## src/rtl/cpu_ctrl_fsm_pkg.sv

```systemverilog
// Shared definitions for the CPU control unit.
//   state_e       controller state encoding
//   ALU_*         alu_op codes driven to the datapath
//   REG_SRC_*     register-file write source select codes
//   OP_*          bit positions inside the decoder one-hot dec_op
//   decode_next   DECODE-state successor for a given one-hot
package cpu_ctrl_fsm_pkg;

  typedef enum logic [2:0] {
    StIdle,
    StFetch,
    StDecode,
    StExec,
    StMem,
    StOprd,
    StIn,
    StHalt
  } state_e;

  localparam logic [2:0] ALU_ADD  = 3'd0;
  localparam logic [2:0] ALU_SUB  = 3'd1;
  localparam logic [2:0] ALU_AND  = 3'd2;
  localparam logic [2:0] ALU_NOT  = 3'd3;
  localparam logic [2:0] ALU_RSR  = 3'd4;
  localparam logic [2:0] ALU_RSL  = 3'd5;
  localparam logic [2:0] ALU_PASS = 3'd6;

  localparam logic [1:0] REG_SRC_ALU = 2'd0;
  localparam logic [1:0] REG_SRC_MEM = 2'd1;
  localparam logic [1:0] REG_SRC_IN  = 2'd2;

  localparam int unsigned OP_MOVA = 15;
  localparam int unsigned OP_MOVB = 14;
  localparam int unsigned OP_MOVC = 13;
  localparam int unsigned OP_ADD  = 12;
  localparam int unsigned OP_SUB  = 11;
  localparam int unsigned OP_AND1 = 10;
  localparam int unsigned OP_NOT1 = 9;
  localparam int unsigned OP_RSR  = 8;
  localparam int unsigned OP_RSL  = 7;
  localparam int unsigned OP_JMP  = 6;
  localparam int unsigned OP_JZ   = 5;
  localparam int unsigned OP_JC   = 4;
  localparam int unsigned OP_IN1  = 3;
  localparam int unsigned OP_OUT1 = 2;
  localparam int unsigned OP_NOP  = 1;
  localparam int unsigned OP_HALT = 0;

  // Several bits set: halt > jumps > mem > in > exec; nop or nothing refetches.
  function automatic state_e decode_next(input logic [15:0] op);
    state_e st;
    if (op[OP_HALT]) begin
      st = StHalt;
    end else if (op[OP_JMP] | op[OP_JZ] | op[OP_JC]) begin
      st = StOprd;
    end else if (op[OP_MOVB] | op[OP_MOVC]) begin
      st = StMem;
    end else if (op[OP_IN1]) begin
      st = StIn;
    end else if (|{op[OP_ADD], op[OP_SUB], op[OP_AND1], op[OP_NOT1], op[OP_RSR], op[OP_RSL],
                   op[OP_MOVA], op[OP_OUT1]}) begin
      st = StExec;
    end else begin
      st = StFetch;
    end
    return st;
  endfunction

endpackage

```

## src/rtl/cpu_ctrl_fsm_wait_timer.sv

```systemverilog
// Stall-cycle counter for the controller's handshake waits.
//   clk        system clock
//   rst_n      asynchronous active-low reset
//   i_clr      clear the count (state change)
//   i_cnt      one more stalled cycle
//   o_expired  count has reached WAIT_MAX
module cpu_ctrl_fsm_wait_timer #(
  parameter int unsigned WAIT_MAX = 15
) (
  input  logic clk,
  input  logic rst_n,
  input  logic i_clr,
  input  logic i_cnt,
  output logic o_expired
);

  localparam int unsigned CntW = $clog2(WAIT_MAX + 1);

  logic [CntW-1:0] r_cnt;

  assign o_expired = (r_cnt == CntW'(WAIT_MAX));

  // Saturates so a held count can never wrap back below WAIT_MAX.
  always_ff @(posedge clk or negedge rst_n) begin
    if (!rst_n) begin
      r_cnt <= '0;
    end else if (i_clr) begin
      r_cnt <= '0;
    end else if (i_cnt && !o_expired) begin
      r_cnt <= r_cnt + 1'b1;
    end
  end

endmodule

```

## src/rtl/cpu_ctrl_fsm.sv

```systemverilog
// Multi-cycle control unit for the 8-bit CPU: fetch, decode, execute and memory/IO sequencing.
//   clk, rst_n            clock, asynchronous active-low reset
//   start                 run request (IDLE/HALT only)
//   mem_rdy, in_vld       memory and input-port handshakes
//   flag_z, flag_c        registered ALU flags
//   dec_op                decoder one-hot result
//   dec_en .. bus_err     decoder enable, PC/IR/regfile/ALU/memory/IO strobes, status
module cpu_ctrl_fsm
  import cpu_ctrl_fsm_pkg::*;
#(
  parameter int unsigned WAIT_MAX = 15
) (
  input  logic        clk,
  input  logic        rst_n,
  input  logic        start,
  input  logic        mem_rdy,
  input  logic        in_vld,
  input  logic        flag_z,
  input  logic        flag_c,
  input  logic [15:0] dec_op,
  output logic        dec_en,
  output logic        ir_ld,
  output logic        pc_clr,
  output logic        pc_inc,
  output logic        pc_ld,
  output logic        mar_sel,
  output logic        mem_rd,
  output logic        mem_wr,
  output logic        reg_we,
  output logic [1:0]  reg_src,
  output logic [2:0]  alu_op,
  output logic        flag_ld,
  output logic        out_ld,
  output logic        in_ack,
  output logic        halted,
  output logic        bus_err
);

  state_e      r_state;
  state_e      w_state_next;
  logic [15:0] r_op;
  logic        w_stall;
  logic        w_expired;
  logic        w_tmr_clr;
  logic        w_taken;
  logic        w_unused;

  // These op bits only steer DECODE; nothing downstream reads them from r_op.
  assign w_unused = ^{r_op[OP_IN1], r_op[OP_NOP], r_op[OP_HALT]};

  assign w_taken = r_op[OP_JMP] | (r_op[OP_JZ] & flag_z) | (r_op[OP_JC] & flag_c);

  // Any state change restarts the stall count, so each wait starts from zero.
  assign w_tmr_clr = (w_state_next != r_state);

  cpu_ctrl_fsm_wait_timer #(
    .WAIT_MAX (WAIT_MAX)
  ) u_wait_timer (
    .clk       (clk),
    .rst_n     (rst_n),
    .i_clr     (w_tmr_clr),
    .i_cnt     (w_stall),
    .o_expired (w_expired)
  );

  always_ff @(posedge clk or negedge rst_n) begin
    if (!rst_n) begin
      r_state <= StIdle;
      r_op    <= '0;
    end else begin
      r_state <= w_state_next;
      if (r_state == StDecode) begin
        r_op <= dec_op;
      end
    end
  end

  always_comb begin
    w_state_next = r_state;
    w_stall      = 1'b0;
    dec_en       = 1'b0;
    ir_ld        = 1'b0;
    pc_clr       = 1'b0;
    pc_inc       = 1'b0;
    pc_ld        = 1'b0;
    mar_sel      = 1'b0;
    mem_rd       = 1'b0;
    mem_wr       = 1'b0;
    reg_we       = 1'b0;
    reg_src      = REG_SRC_ALU;
    alu_op       = ALU_ADD;
    flag_ld      = 1'b0;
    out_ld       = 1'b0;
    in_ack       = 1'b0;
    halted       = 1'b0;
    bus_err      = 1'b0;

    unique case (r_state)
      StIdle: begin
        if (start) begin
          pc_clr       = 1'b1;
          w_state_next = StFetch;
        end
      end

      StFetch: begin
        mem_rd = 1'b1;
        if (mem_rdy) begin
          ir_ld        = 1'b1;
          pc_inc       = 1'b1;
          w_state_next = StDecode;
        end else begin
          w_stall = 1'b1;
        end
      end

      StDecode: begin
        dec_en       = 1'b1;
        w_state_next = decode_next(dec_op);
      end

      StExec: begin
        w_state_next = StFetch;
        reg_we       = 1'b1;
        flag_ld      = 1'b1;
        if (r_op[OP_ADD]) begin
          alu_op = ALU_ADD;
        end else if (r_op[OP_SUB]) begin
          alu_op = ALU_SUB;
        end else if (r_op[OP_AND1]) begin
          alu_op = ALU_AND;
        end else if (r_op[OP_NOT1]) begin
          alu_op = ALU_NOT;
        end else if (r_op[OP_RSR]) begin
          alu_op = ALU_RSR;
        end else if (r_op[OP_RSL]) begin
          alu_op = ALU_RSL;
        end else if (r_op[OP_MOVA]) begin
          alu_op  = ALU_PASS;
          flag_ld = 1'b0;
        end else begin
          alu_op  = ALU_PASS;
          flag_ld = 1'b0;
          reg_we  = 1'b0;
          out_ld  = r_op[OP_OUT1];
        end
      end

      StMem: begin
        mar_sel = 1'b1;
        mem_rd  = r_op[OP_MOVC];
        mem_wr  = r_op[OP_MOVB] & ~r_op[OP_MOVC];
        if (mem_rdy) begin
          reg_we       = r_op[OP_MOVC];
          reg_src      = r_op[OP_MOVC] ? REG_SRC_MEM : REG_SRC_ALU;
          w_state_next = StFetch;
        end else begin
          w_stall = 1'b1;
        end
      end

      StOprd: begin
        mem_rd = 1'b1;
        if (mem_rdy) begin
          pc_ld        = w_taken;
          pc_inc       = ~w_taken;
          w_state_next = StFetch;
        end else begin
          w_stall = 1'b1;
        end
      end

      StIn: begin
        if (in_vld) begin
          in_ack       = 1'b1;
          reg_we       = 1'b1;
          reg_src      = REG_SRC_IN;
          w_state_next = StFetch;
        end else begin
          w_stall = 1'b1;
        end
      end

      StHalt: begin
        halted = 1'b1;
        if (start) begin
          w_state_next = StFetch;
        end
      end

      default: begin
        w_state_next = StIdle;
      end
    endcase

    // Timeout: the stall that finds the counter already at WAIT_MAX aborts the access.
    if (w_stall && w_expired) begin
      bus_err      = 1'b1;
      w_state_next = StHalt;
    end
  end

endmodule

```

## config.mk

```make
export PLATFORM = sky130hd
export DESIGN_NAME = cpu_ctrl_fsm
export DESIGN_NICKNAME = d
export VERILOG_FILES = /design/src/rtl/cpu_ctrl_fsm_pkg.sv /design/src/rtl/cpu_ctrl_fsm_wait_timer.sv /design/src/rtl/cpu_ctrl_fsm.sv
export SDC_FILE = /design/constraint.sdc
export NUM_CORES = 1
export LEC_CHECK = 0
export BUFFER_PORTS_ARGS = -buffer_cell sky130_fd_sc_hd__buf_4
export CORE_MARGIN = 5
export CORE_UTILIZATION = 50
export DETAILED_ROUTE_END_ITERATION = 6
export PLACE_DENSITY = 0.82
export SLEW_MARGIN = 15
export SYNTH_ARGS = -nofsm -noshare
export SYNTH_HDL_FRONTEND = slang
export SYNTH_SLANG_ARGS = --single-unit
```

## constraint.sdc

```tcl
create_clock -name clk -period 3.45 [get_ports clk]
set_input_delay 0.345 -clock clk [delete_from_list [all_inputs] [get_ports clk]]
set_output_delay 0.345 -clock clk [all_outputs]
set_load 0.03 [all_outputs]
```

==> impl_results.html <==
<table>
<tr><th>Metric</th><th>Value</th></tr>
<tr><th colspan="2">Run status</th></tr>
<tr><td>Status</td><td>finished, final reports clean</td></tr>
<tr><th colspan="2">CTS</th></tr>
<tr><td>Resized cells post-CTS</td><td>0</td></tr>
<tr><td>Number of buffers between clock root and the deepest sink</td><td>2</td></tr>
<tr><td>Clock H-tree levels</td><td>1</td></tr>
<tr><td>Latest clock arrival within the worst-skew pair</td><td>~0.30 ns</td></tr>
<tr><td>Clock root cell</td><td>clkbuf_4</td></tr>
<tr><td>Cts bufs inserted</td><td>3</td></tr>
<tr><td>TritonCTS clock tree</td><td>built</td></tr>
<tr><td>Clock transition at the registers of the reported paths</td><td>about 0.11 ns</td></tr>
<tr><td>Total number of clock tree sinks</td><td>20</td></tr>
<tr><th colspan="2">Hold path</th></tr>
<tr><td>Instance count along the most critical hold path</td><td>3</td></tr>
<tr><td>Path class of the lowest-slack min-delay path</td><td>in2reg</td></tr>
<tr><th colspan="2">Critical path</th></tr>
<tr><td>Register-to-register setup slack</td><td>roughly 1.3 ns</td></tr>
<tr><td>Category of the worst setup path launch point</td><td>flop</td></tr>
<tr><td>Data arrival time of the critical path</td><td>about 2.1 ns</td></tr>
<tr><td>Max Fanout on Critical Path</td><td>16</td></tr>
<tr><td>Required time worst endpoint</td><td>~3.1 ns</td></tr>
<tr><td>Class of the most critical setup path</td><td>reg2out</td></tr>
<tr><td>Type of destination of the critical path</td><td>output pin</td></tr>
<tr><td>Worst-case reg-to-reg path depth</td><td>6</td></tr>
<tr><th colspan="2">Die</th></tr>
<tr><td>Std cell rows</td><td>18</td></tr>
<tr><td>Die outline area</td><td>3620 µm²</td></tr>
<tr><td>Ports placed on the boundary</td><td>42</td></tr>
<tr><td>Chip height</td><td>between 60 and 70 µm</td></tr>
<tr><td>Std-Cell Core Area</td><td>between 2000 and 2500 µm²</td></tr>
<tr><td>Starting utilization of the core area</td><td>0.516</td></tr>
<tr><td>Die Width</td><td>around 60 µm</td></tr>
<tr><th colspan="2">Power and ir drop</th></tr>
<tr><td>Int Power</td><td>between 0.7 and 0.8 mW</td></tr>
<tr><td>Switch share</td><td>0.418</td></tr>
<tr><td>LEAKAGE</td><td>0.752 nW</td></tr>
<tr><td>Peak ir drop on the vdd network</td><td>about 0.53 mV</td></tr>
<tr><td>Reg power frac</td><td>0.378</td></tr>
<tr><td>Switching component of the power</td><td>0.508 mW</td></tr>
<tr><td>Proportion of power drawn by combinational gates</td><td>0.466</td></tr>
<tr><td>Part of the total power dissipated in the clock network</td><td>0.156</td></tr>
<tr><td>Power density over the cells</td><td>between 700 and 800 nW/µm²</td></tr>
<tr><th colspan="2">Detailed routing</th></tr>
<tr><td>DRC marker count from the first detailed-route iteration</td><td>30</td></tr>
<tr><td>Routed wire length</td><td>around 2900 µm</td></tr>
<tr><td>Drt drc</td><td>0</td></tr>
<tr><td>Number of vias per cell after detailed routing</td><td>a little under 6</td></tr>
<tr><td>Number of optimization iterations in the first detailed-route pass</td><td>4</td></tr>
<tr><td>Routed Antenna Nets</td><td>0</td></tr>
<tr><td>Number of vias after detailed routing</td><td>approximately 1100</td></tr>
<tr><td>Routed WL per cell</td><td>14.7 µm</td></tr>
<tr><th colspan="2">Final layout</th></tr>
<tr><td>Area Overhead vs Synth</td><td>30.6%</td></tr>
<tr><td>Ratio of cells with drive above 1 in the final layout</td><td>0.351</td></tr>
<tr><td># nets final</td><td>a little under 200</td></tr>
<tr><td>Share of the core filled with cells</td><td>0.674</td></tr>
<tr><td>Diodes inserted</td><td>0</td></tr>
<tr><th colspan="2">Yosys</th></tr>
<tr><td>Distinct cell type count after synthesis</td><td>44</td></tr>
<tr><td>Leading area contributor after synthesis</td><td>dfrtp_1</td></tr>
<tr><td>Yosys reg bits</td><td>20</td></tr>
<tr><td>Proportion of register bits with asynchronous set or reset after synthesis</td><td>1.00</td></tr>
<tr><td>Cell with the most instances after synthesis</td><td>dfrtp_1</td></tr>
<tr><td>Leading cell types by total area after synthesis</td><td>dfrtp_1, mux2_1, mux2_2</td></tr>
<tr><td>Synthesized cell area</td><td>1260 µm²</td></tr>
<tr><td>Area share of the leading cell type in the synthesized netlist</td><td>0.398</td></tr>
<tr><td>Syn nets</td><td>between 150 and 200</td></tr>
<tr><td>Count of flip-flops with a built-in enable after synthesis</td><td>0</td></tr>
<tr><td>Yosys warns</td><td>0</td></tr>
<tr><td>Top flip-flop cell by instance count after synthesis</td><td>dfrtp_1</td></tr>
<tr><td>Most numerous cell types in the synthesized netlist</td><td>dfrtp_1, nor2_1, nand2_1, nor3_1, mux2_1</td></tr>
<tr><td>Count of mapped cells out of synthesis</td><td>between 100 and 150</td></tr>
<tr><td>Avg Synthesized Cell Area</td><td>between 9 and 10 µm²</td></tr>
<tr><td>Sequential area share after synthesis</td><td>0.398</td></tr>
<tr><th colspan="2">Timing</th></tr>
<tr><td>Worst slew margin</td><td>0.619</td></tr>
<tr><td>Max Clk Rate</td><td>406 MHz</td></tr>
<tr><td>Setup repair after global routing missed its margin</td><td>no</td></tr>
<tr><td>Max-slew violation count</td><td>0</td></tr>
<tr><td>Share of the cycle needed by the critical path after routing</td><td>0.713</td></tr>
<tr><td>Setup total negative slack</td><td>0 ns</td></tr>
<tr><td>Number of hold violations in the final report</td><td>0</td></tr>
<tr><td>Slew at the pin closest to its max-slew limit</td><td>around 0.57 ns</td></tr>
<tr><td>Max Clock Skew</td><td>0.000793 ns</td></tr>
<tr><td>Final setup viols</td><td>0</td></tr>
<tr><td>Final setup margin</td><td>0.989 ns</td></tr>
<tr><td>Post-route minimum period</td><td>~2.5 ns</td></tr>
<tr><th colspan="2">Job</th></tr>
<tr><td>Total of max-cap violations</td><td>0</td></tr>
<tr><th colspan="2">Placement</th></tr>
<tr><td>Post-detail-place hpwl</td><td>2260 µm</td></tr>
<tr><td>Routability cong.</td><td>0.878</td></tr>
<tr><td>Count of port buffers added during placement</td><td>40</td></tr>
<tr><td>Setup slack after placement</td><td>1.35 ns</td></tr>
<tr><th colspan="2">Global route</th></tr>
<tr><td>Total routing usage reported by global routing</td><td>0.184</td></tr>
<tr><td>Global-route wire length before repair</td><td>5090 µm</td></tr>
<tr><td>Largest net degree at the start of global routing</td><td>21</td></tr>
<tr><td>Aggregate global routing overflow</td><td>0</td></tr>
<tr><td>Via count of the first global-routing pass</td><td>around 1100</td></tr>
<tr><td>Antenna violations before repair</td><td>0</td></tr>
</table>
## metrics by stage
stage               power, mW  hold WS [ns]  instances  area (µm²)
CTS                      1.22         0.245        198        1640
global placement         1.01         0.238        193        1580
detailed placement       1.02         0.241        193        1580
floorplan               0.860        0.0494        127        1260
global route             1.30         0.260        198        1640
finish                   1.21         0.258        198        1640
## cells in the final DEF, fill, tap and decap left out, types with 2 or more instances in the layout
| cell type | instances |
|---|---|
| and3_1 | 3 |
| nor2_1 | 12 |
| buf_4 | 41 |
| clkbuf_4 | 3 |
| or3_1 | 3 |
| dfrtp_1 | 20 |
| inv_1 | 4 |
| nand2_1 | 11 |
| o21bai_1 | 2 |
| nand2b_1 | 3 |
| nand3_1 | 3 |
| mux2_1 | 7 |
| a21oi_1 | 3 |
| nor4_1 | 4 |
| o21ai_0 | 2 |
| nand4_1 | 2 |
| nor3_1 | 11 |
| mux2i_1 | 2 |
| mux2_2 | 5 |
## area by class of cell
class | instances | area (µm²)
timing repair buffer | 42 | 318
clock buffer | 3 | 22.5
fill | 205 | 792
multi-input combinational | 98 | 717
tap | 30 | 37.5
inverter | 4 | 15.0
sequential | 20 | 500
clock inverter | 1 | 30.0
## routing by layer
layer / global-route usage / share of wire
met1: 0.261 / 0.46
met2: 0.284 / 0.46
met3: 0.0410 / 0.070
met4: 0.0443 / 0.0093
met5: 0 / 0
## worst max-delay path: stages (launching register included)
cell     delay (ns)
dfrtp_1        0.72
inv_1          0.17
nor3_1         0.36
and3_1         0.23
nor2_1         0.05
o21ai_0        0.08
buf_4          0.19
## path summary, 6_finish.rpt
kind	start	endpoint
setup / recovery	r_state[2]	reg_we
hold / removal	dec_op[8]	r_op[8]
setup reg to reg	r_state[1]	u_wait_timer.r_cnt[1]
hold reg to reg	r_op[2]	r_op[2]
max in group asynchronous	rst_n	r_state[1]
min in group asynchronous	rst_n	u_wait_timer.r_cnt[3]
## timing repair
action / 4_1_cts / 5_1_grt
endpoints found under the setup margin: 0 / 0
hold buffers: 1 / 0
buffers inserted: 0 / 0
hold endpoints to repair: 20 / 0
## state kept, by name (all words and copies together), names as in the netlist
name and count:
r_op 13, r_state 3, u_wait_timer.r_cnt 4
## power by group through the flow
stage,clock (mW),sequential [mW],combinational [mW]
2_1_floorplan,0,0.400,0.461
3_3_place_gp,0,0.455,0.550
3_5_place_dp,0,0.461,0.564
4_1_cts,0.196,0.457,0.570
5_1_grt,0.206,0.478,0.621
6_report,0.189,0.460,0.566
## cells by family after synthesis
kind of cell	Yosys count	share of synthesized area
XOR/XNOR	1	0.00697
AND/OR/NAND/NOR	60	0.272
buffers and inverters	9	0.0309
multiplexers	15	0.135
flip-flops	20	0.398
adder cells (fa/ha/maj)	1	0.00996
AO/OA/AOI/OAI	21	0.146
Note: power is estimated with default switching activity, not from simulation.
